--- config.mk ---
export PLATFORM = sky130hd
export DESIGN_NAME = arb_req_queue
export DESIGN_NICKNAME = d
export VERILOG_FILES = /design/src/rtl/arb_pkg.sv /design/src/rtl/arb_client_fifo.sv /design/src/rtl/arb_req_queue.sv
export SDC_FILE = /design/constraint.sdc
export NUM_CORES = 1
export LEC_CHECK = 0
export CAP_MARGIN = 10
export CORE_UTILIZATION = 34
export CTS_CLUSTER_DIAMETER = 60
export DETAILED_ROUTE_END_ITERATION = 12
export SLEW_MARGIN = 20
export SYNTH_ARGS = -nofsm -noshare
export SYNTH_HDL_FRONTEND = slang
export SYNTH_SLANG_ARGS = --single-unit
--- constraint.sdc ---
create_clock -name clock -period 3.5 [get_ports clock]
set_clock_uncertainty 0.15 [all_clocks]
set_input_delay 1.05 -clock clock [delete_from_list [all_inputs] [get_ports clock]]
set_output_delay 1.05 -clock clock [all_outputs]
set_load 0.05 [all_outputs]
--- src/rtl/arb_pkg.sv ---
// Shared definitions for the arbiter request queue and the arbiter bench checkers:
// client index width, client index type and the grant one-hot legality helper.
package arb_pkg;

  localparam int MAX_CLIENTS = 64;
  localparam int DEF_CLIENTS = 8;

  function automatic int client_id_w(input int clients);
    return $clog2(clients);
  endfunction

  typedef logic [client_id_w(DEF_CLIENTS)-1:0] client_idx_t;

  // Callers zero-extend narrower buses into the MAX_CLIENTS-wide argument.
  function automatic logic onehot_legal(input logic [MAX_CLIENTS-1:0] v);
    return $countones(v) == 1;
  endfunction

endpackage

--- src/rtl/arb_client_fifo.sv ---
// Single-clock DEPTH x DATA_W FIFO for one arbiter client.
// DEPTH must be a power of two so the pointers wrap naturally.
module arb_client_fifo #(
  parameter int DEPTH  = 4,
  parameter int DATA_W = 32
) (
  input  logic              clk,
  input  logic              rst_n,
  input  logic              push_i,
  input  logic [DATA_W-1:0] data_i,
  input  logic              pop_i,
  output logic [DATA_W-1:0] data_o,
  output logic              full_o,
  output logic              empty_o
);

  localparam int PTR_W = $clog2(DEPTH);
  localparam logic [PTR_W:0] FULL_CNT = (PTR_W + 1)'(DEPTH);

  logic [DATA_W-1:0] mem_q [DEPTH];
  logic [PTR_W-1:0]  wr_ptr_q, rd_ptr_q;
  logic [PTR_W:0]    cnt_q, cnt_d;
  logic              push_en, pop_en;

  assign full_o  = (cnt_q == FULL_CNT);
  assign empty_o = (cnt_q == '0);
  assign push_en = push_i && !full_o;
  assign pop_en  = pop_i && !empty_o;
  assign data_o  = mem_q[rd_ptr_q];

  // NOTE: every variable written in always_comb gets a default first so no latch is inferred.
  always_comb begin
    cnt_d = cnt_q;
    if (push_en && !pop_en)      cnt_d = cnt_q + 1'b1;
    else if (!push_en && pop_en) cnt_d = cnt_q - 1'b1;
  end

  // NOTE: sequential state uses non-blocking assignments only.
  always_ff @(posedge clk or negedge rst_n) begin
    if (!rst_n) begin
      wr_ptr_q <= '0;
      rd_ptr_q <= '0;
      cnt_q    <= '0;
    end else begin
      cnt_q <= cnt_d;
      if (push_en) wr_ptr_q <= wr_ptr_q + 1'b1;
      if (pop_en)  rd_ptr_q <= rd_ptr_q + 1'b1;
    end
  end

  // NOTE: storage is not reset; occupancy is tracked by cnt_q, so stale contents are never read.
  always_ff @(posedge clk) begin
    if (push_en) mem_q[wr_ptr_q] <= data_i;
  end

endmodule

--- src/rtl/arb_req_queue.sv ---
// Per-client request queues feeding a round-robin arbiter; pops the granted head.
// Optional starvation flags are built only when ARB_REQ_QUEUE_STARVE_EN is defined.
module arb_req_queue
  import arb_pkg::*;
#(
  parameter int CLIENTS = 8,
  parameter int DEPTH   = 4,
  parameter int DATA_W  = 32
`ifdef ARB_REQ_QUEUE_STARVE_EN
  ,
  parameter int STARVE_LIMIT = 16
`endif
) (
  input  logic                          clock,
  input  logic                          reset_n,
  input  logic [CLIENTS-1:0]            push_valid,
  input  logic [CLIENTS*DATA_W-1:0]     push_data,
  output logic [CLIENTS-1:0]            push_ready,
  output logic [CLIENTS-1:0]            request,
  input  logic [CLIENTS-1:0]            grant,
  output logic                          out_valid,
  output logic [DATA_W-1:0]             out_data,
  output logic [client_id_w(CLIENTS)-1:0] out_client,
  output logic                          grant_err
`ifdef ARB_REQ_QUEUE_STARVE_EN
  ,
  output logic [CLIENTS-1:0]            starve
`endif
);

  localparam int CID_W = client_id_w(CLIENTS);

  logic [DATA_W-1:0]      fifo_dout [CLIENTS];
  logic [CLIENTS-1:0]     full, empty, pop;
  logic [MAX_CLIENTS-1:0] grant_ext;
  logic                   grant_legal, grant_illegal;
  logic [CID_W-1:0]       grant_idx;
  logic [DATA_W-1:0]      head_data;

  logic                   out_valid_q;
  logic [DATA_W-1:0]      out_data_q;
  logic [CID_W-1:0]       out_client_q;
  logic                   grant_err_q;

  for (genvar i = 0; i < CLIENTS; i++) begin : g_fifo
    arb_client_fifo #(.DEPTH(DEPTH), .DATA_W(DATA_W)) u_fifo (
      .clk    (clock),
      .rst_n  (reset_n),
      .push_i (push_valid[i]),
      .data_i (push_data[i*DATA_W +: DATA_W]),
      .pop_i  (pop[i]),
      .data_o (fifo_dout[i]),
      .full_o (full[i]),
      .empty_o(empty[i])
    );
  end

  assign push_ready = ~full;
  assign request    = ~empty;

  // A grant is legal only when one-hot and aimed at a client that is requesting.
  always_comb begin
    grant_ext                = '0;
    grant_ext[CLIENTS-1:0]   = grant;
    grant_legal   = onehot_legal(grant_ext) && |(grant & request);
    grant_illegal = |grant && !grant_legal;
    pop           = grant_legal ? grant : '0;
  end

  always_comb begin
    grant_idx = '0;
    for (int i = 0; i < CLIENTS; i++) begin
      if (grant[i]) grant_idx = CID_W'(i);
    end
    head_data = fifo_dout[grant_idx];
  end

  always_ff @(posedge clock or negedge reset_n) begin
    if (!reset_n) begin
      out_valid_q  <= 1'b0;
      out_data_q   <= '0;
      out_client_q <= '0;
      grant_err_q  <= 1'b0;
    end else begin
      out_valid_q <= grant_legal;
      grant_err_q <= grant_err_q | grant_illegal;
      if (grant_legal) begin
        out_data_q   <= head_data;
        out_client_q <= grant_idx;
      end
    end
  end

  assign out_valid  = out_valid_q;
  assign out_data   = out_data_q;
  assign out_client = out_client_q;
  assign grant_err  = grant_err_q;

`ifdef ARB_REQ_QUEUE_STARVE_EN
  localparam int              SW      = $clog2(STARVE_LIMIT + 1);
  localparam logic [SW-1:0]   LIMIT_V = SW'(STARVE_LIMIT);

  logic [SW-1:0]      wait_q [CLIENTS];
  logic [SW-1:0]      wait_d [CLIENTS];
  logic [CLIENTS-1:0] starve_q;

  // Counts cycles a requesting client goes ungranted; saturates at the limit.
  always_comb begin
    for (int i = 0; i < CLIENTS; i++) begin
      wait_d[i] = wait_q[i];
      if (!request[i] || pop[i])                  wait_d[i] = '0;
      else if (!grant[i] && wait_q[i] != LIMIT_V) wait_d[i] = wait_q[i] + 1'b1;
    end
  end

  always_ff @(posedge clock or negedge reset_n) begin
    if (!reset_n) begin
      for (int i = 0; i < CLIENTS; i++) wait_q[i] <= '0;
      starve_q <= '0;
    end else begin
      for (int i = 0; i < CLIENTS; i++) begin
        wait_q[i]   <= wait_d[i];
        starve_q[i] <= (wait_d[i] == LIMIT_V);
      end
    end
  end

  assign starve = starve_q;
`endif

endmodule

==> results_dict.tcl <==
set metrics [dict create \
    min_period_over_period_pct 133.1 \
    grt_pass1_vias 24326 \
    grt_pass1_wl_um 174300 \
    dpl.hpwl_um 85660 \
    peakVddDrop_v 0.0005260 \
    async_flop_share_pct 8.326 \
    syn2layout_area_growth_pct 26.62 \
    initial_core_util_pct 34.38 \
    synth.distinct_cells 38 \
    hold_viol 0 \
    fillers 10931 \
    antenna_found_initial 23 \
    failed_checks "negative setup slack" \
    drv_cap 0 \
    end_kind "flip-flop" \
    grt_max_degree 55 \
    cts_root_buf "clkbuf_16" \
    cts.sinks 1117 \
    cp-start-kind "primary input" \
    io_pins 327 \
    die_x_um 361.5 \
    drive_above_1_share_pct 26.92 \
    cts_max_level 3 \
    synth_warnings 0 \
    synth_top_area_cell "edfxtp_1" \
    synth_flop_cell "edfxtp_1" \
    core_sq_um 127800 \
    p_per_area_nw_per_um2 840.3 \
    firstDrtPassIters 5 \
    routed_via_density 5.120 \
    grt_use_total_pct 18.74 \
    relSlewSlack_pct 42.69 \
    dieHeight_um 361.5 \
    cp_data_required_time_ps 3940 \
    grt_remaining_overflow 0 \
    vias 23235 \
    portBuffers 326 \
    cts_buffers 117 \
    dr.first_iter.drc_count 2028 \
    synth.net_count 2525 \
    crit_arrival_ps 5090 \
    wire_per_inst_um 27.08 \
    multiInputGateArea_sq_um 10620 \
    synth_area_per_cell_sq_um 20.02 \
    dieArea_sq_um 130700 \
    ys_seq_area_share_pct 75.26 \
    cts_tree "built" \
    worst_pin_slew_ps 859.7 \
    fmax_mhz 214.7 \
    rows 131 \
    hp-class "primary input to async pin" \
    p_leak_nw 19.07 \
    place_inst 4277 \
    ys_seq_elements 1117 \
    synth_area_leaders "edfxtp_1, mux4_2, dfrtp_1" \
    layout.cells.non_filler 4538 \
    synth_edf_count 1024 \
    synth_common_cells "edfxtp_1, mux4_2, nand2_1" \
    synth_cells 2195 \
    final_antenna_net_count 0 \
    worst_slack_ps -1158 \
    status "finished, violations left" \
    clk_pin_slew_ps 60 \
    fin_nets 3099 \
    cts_buffer_depth 3 \
    drc 0 \
    crit_type "primary input to flip-flop" \
    synth_top_area_share_pct 69.97 \
    worst-path-max-fanout 5 \
    syn_area_sq_um 43950 \
    total_power_mw 46.76 \
    seqCellArea_sq_um 33090 \
    min_period_ps 4658 \
    slew_viol_final 0 \
    wirelength_um 122900 \
    clock_latency_ps 720 \
    setup_viol_count_final 77 \
    place_congestion 0.8594 \
    holdBufCountCts 0 \
    grt_setup_unrepaired "true" \
    synth.most_common_cell "edfxtp_1" \
]
routing by layer:
metal | track usage [%] | up-vias | share of wire, % | wire length (um)
met5 | 0 | - | 0.15 | 189
li1 | - | 10028 | - | -
met3 | 5.844 | 194 | 8.1 | 9994
met4 | 5.351 | 34 | 2.6 | 3207
met2 | 30.39 | 727 | 48 | 59510
met1 | 24.17 | 12252 | 41 | 50010
final timing paths:
| path | slack (ps) | start | end | cells past startpoint |
|---|---|---|---|---|
| hold reg to reg | 340 | g_fifo[3].u_fifo.cnt_q[2] | g_fifo[3].u_fifo.cnt_q[2] | 1 |
| setup reg to reg | -90 | g_fifo[3].u_fifo.cnt_q[0] | g_fifo[1].u_fifo.cnt_q[2] | 14 |
| setup / recovery | -1160 | grant[0] | g_fifo[7].u_fifo.cnt_q[1] | 19 |
| min in group clock | 340 | g_fifo[3].u_fifo.cnt_q[2] | g_fifo[3].u_fifo.cnt_q[2] | 1 |
| max in group asynchronous | 2240 | reset_n | g_fifo[0].u_fifo.rd_ptr_q[0] | 2 |
| hold / removal | 210 | reset_n | g_fifo[4].u_fifo.wr_ptr_q[1] | 1 |
power breakdown:
part	internal [mW]	leakage, nW	switching, mW
Combinational	6.97	6.78	8.38
Clock	7.19	1.86	5.06
Sequential	17.8	10.4	1.41
per-stage QoR:
step,hold WS [ps],worst slack (ps),util (%),setup TNS (ps),cell area (sq um)
after floorplan,304.7,-1665,-,-84110,44040
after global placement,321.7,-2467,39.82,-156320,50900
after detailed placement,322.9,-2604,39.82,-165120,50900
after CTS,159.5,-1308,43.28,-70900,55340
after global routing,205.9,-1197,43.52,-64320,55640
final,207.3,-1158,43.53,-61930,55650
flip-flops by register name, indices dropped and copies added (netlist names):
name	cells
g_fifo.u_fifo.mem_q	1024
out_data	32
g_fifo.u_fifo.cnt_q	24
g_fifo.u_fifo.rd_ptr_q	16
g_fifo.u_fifo.wr_ptr_q	16
out_client	3
grant_err	1
out_valid	1
kinds of logic (layout without fill, tap and decap cells):
family	Yosys count	count (layout)	synth area share (%)
muxes	296	296	14.05
xor gates and xnor gates	48	48	0.9566
adders and majority gates	56	56	1.799
and+or+nand+nor	405	405	4.330
DFF	1117	1117	75.26
buffers and inverters	158	834	1.554
AOI/OAI and AO/OA	115	115	2.044
other	0	5	0
worst max-delay path: stages:
cell and delay [ps]:
buf_12 100, inv_12 40, fa_1 540, fa_1 420
fa_1 460, inv_2 80, ha_4 130, inv_2 40
fa_2 360, a2111oi_4 230, a21oi_2 80, a211oi_4 230
buf_12 180, buf_12 150, nand2_8 60, ha_4 160
inv_2 50, fa_2 420, mux2_4 280
final cells by class:
cell class	instances	share of cell area, %
flip-flops and latches	1117	59.46
multi-input cells	920	19.09
repair buffers	575	10.56
clock buffers	157	5.718
well taps	1662	3.737
clock inverters	64	1.138
inverters	38	0.2788
diodes	5	0.02248
layout by cell type (no fill, tap or decap), types with 6 or more instances in the layout:
master              n
o21ai_0             8
ha_1               35
mux2i_1            32
clkinv_2           17
nand2_1           145
clkbuf_1           33
and2_0              8
fa_1               10
ha_4                9
dfrtp_1            85
edfxtp_1         1024
dfrtp_2             8
a31oi_2             9
and2_1              7
xnor2_1            21
clkinv_1           21
inv_6               6
a211oi_1           32
a31oi_1            24
buf_4             188
inv_2              10
buf_12             43
clkbuf_16         124
or3_1               7
dlygate4sd2_1       8
a211o_1            32
xor2_1             16
clkdlybuf4s50_1   306
xnor2_2            11
nand3_1            98
bufinv_16          11
and3_1             64
inv_1              27
mux4_2            256
buf_6              14
nor2_1             51
repair_timing:
item                                    CTS  global route
hold endpoints to repair                  0             0
buffers inserted                         22            12
cloned                                    4             5
endpoints found under the setup margin   87            77
pin swaps                                28            15
gates resized for setup                  97            24
(Power assumes the default switching activity.)
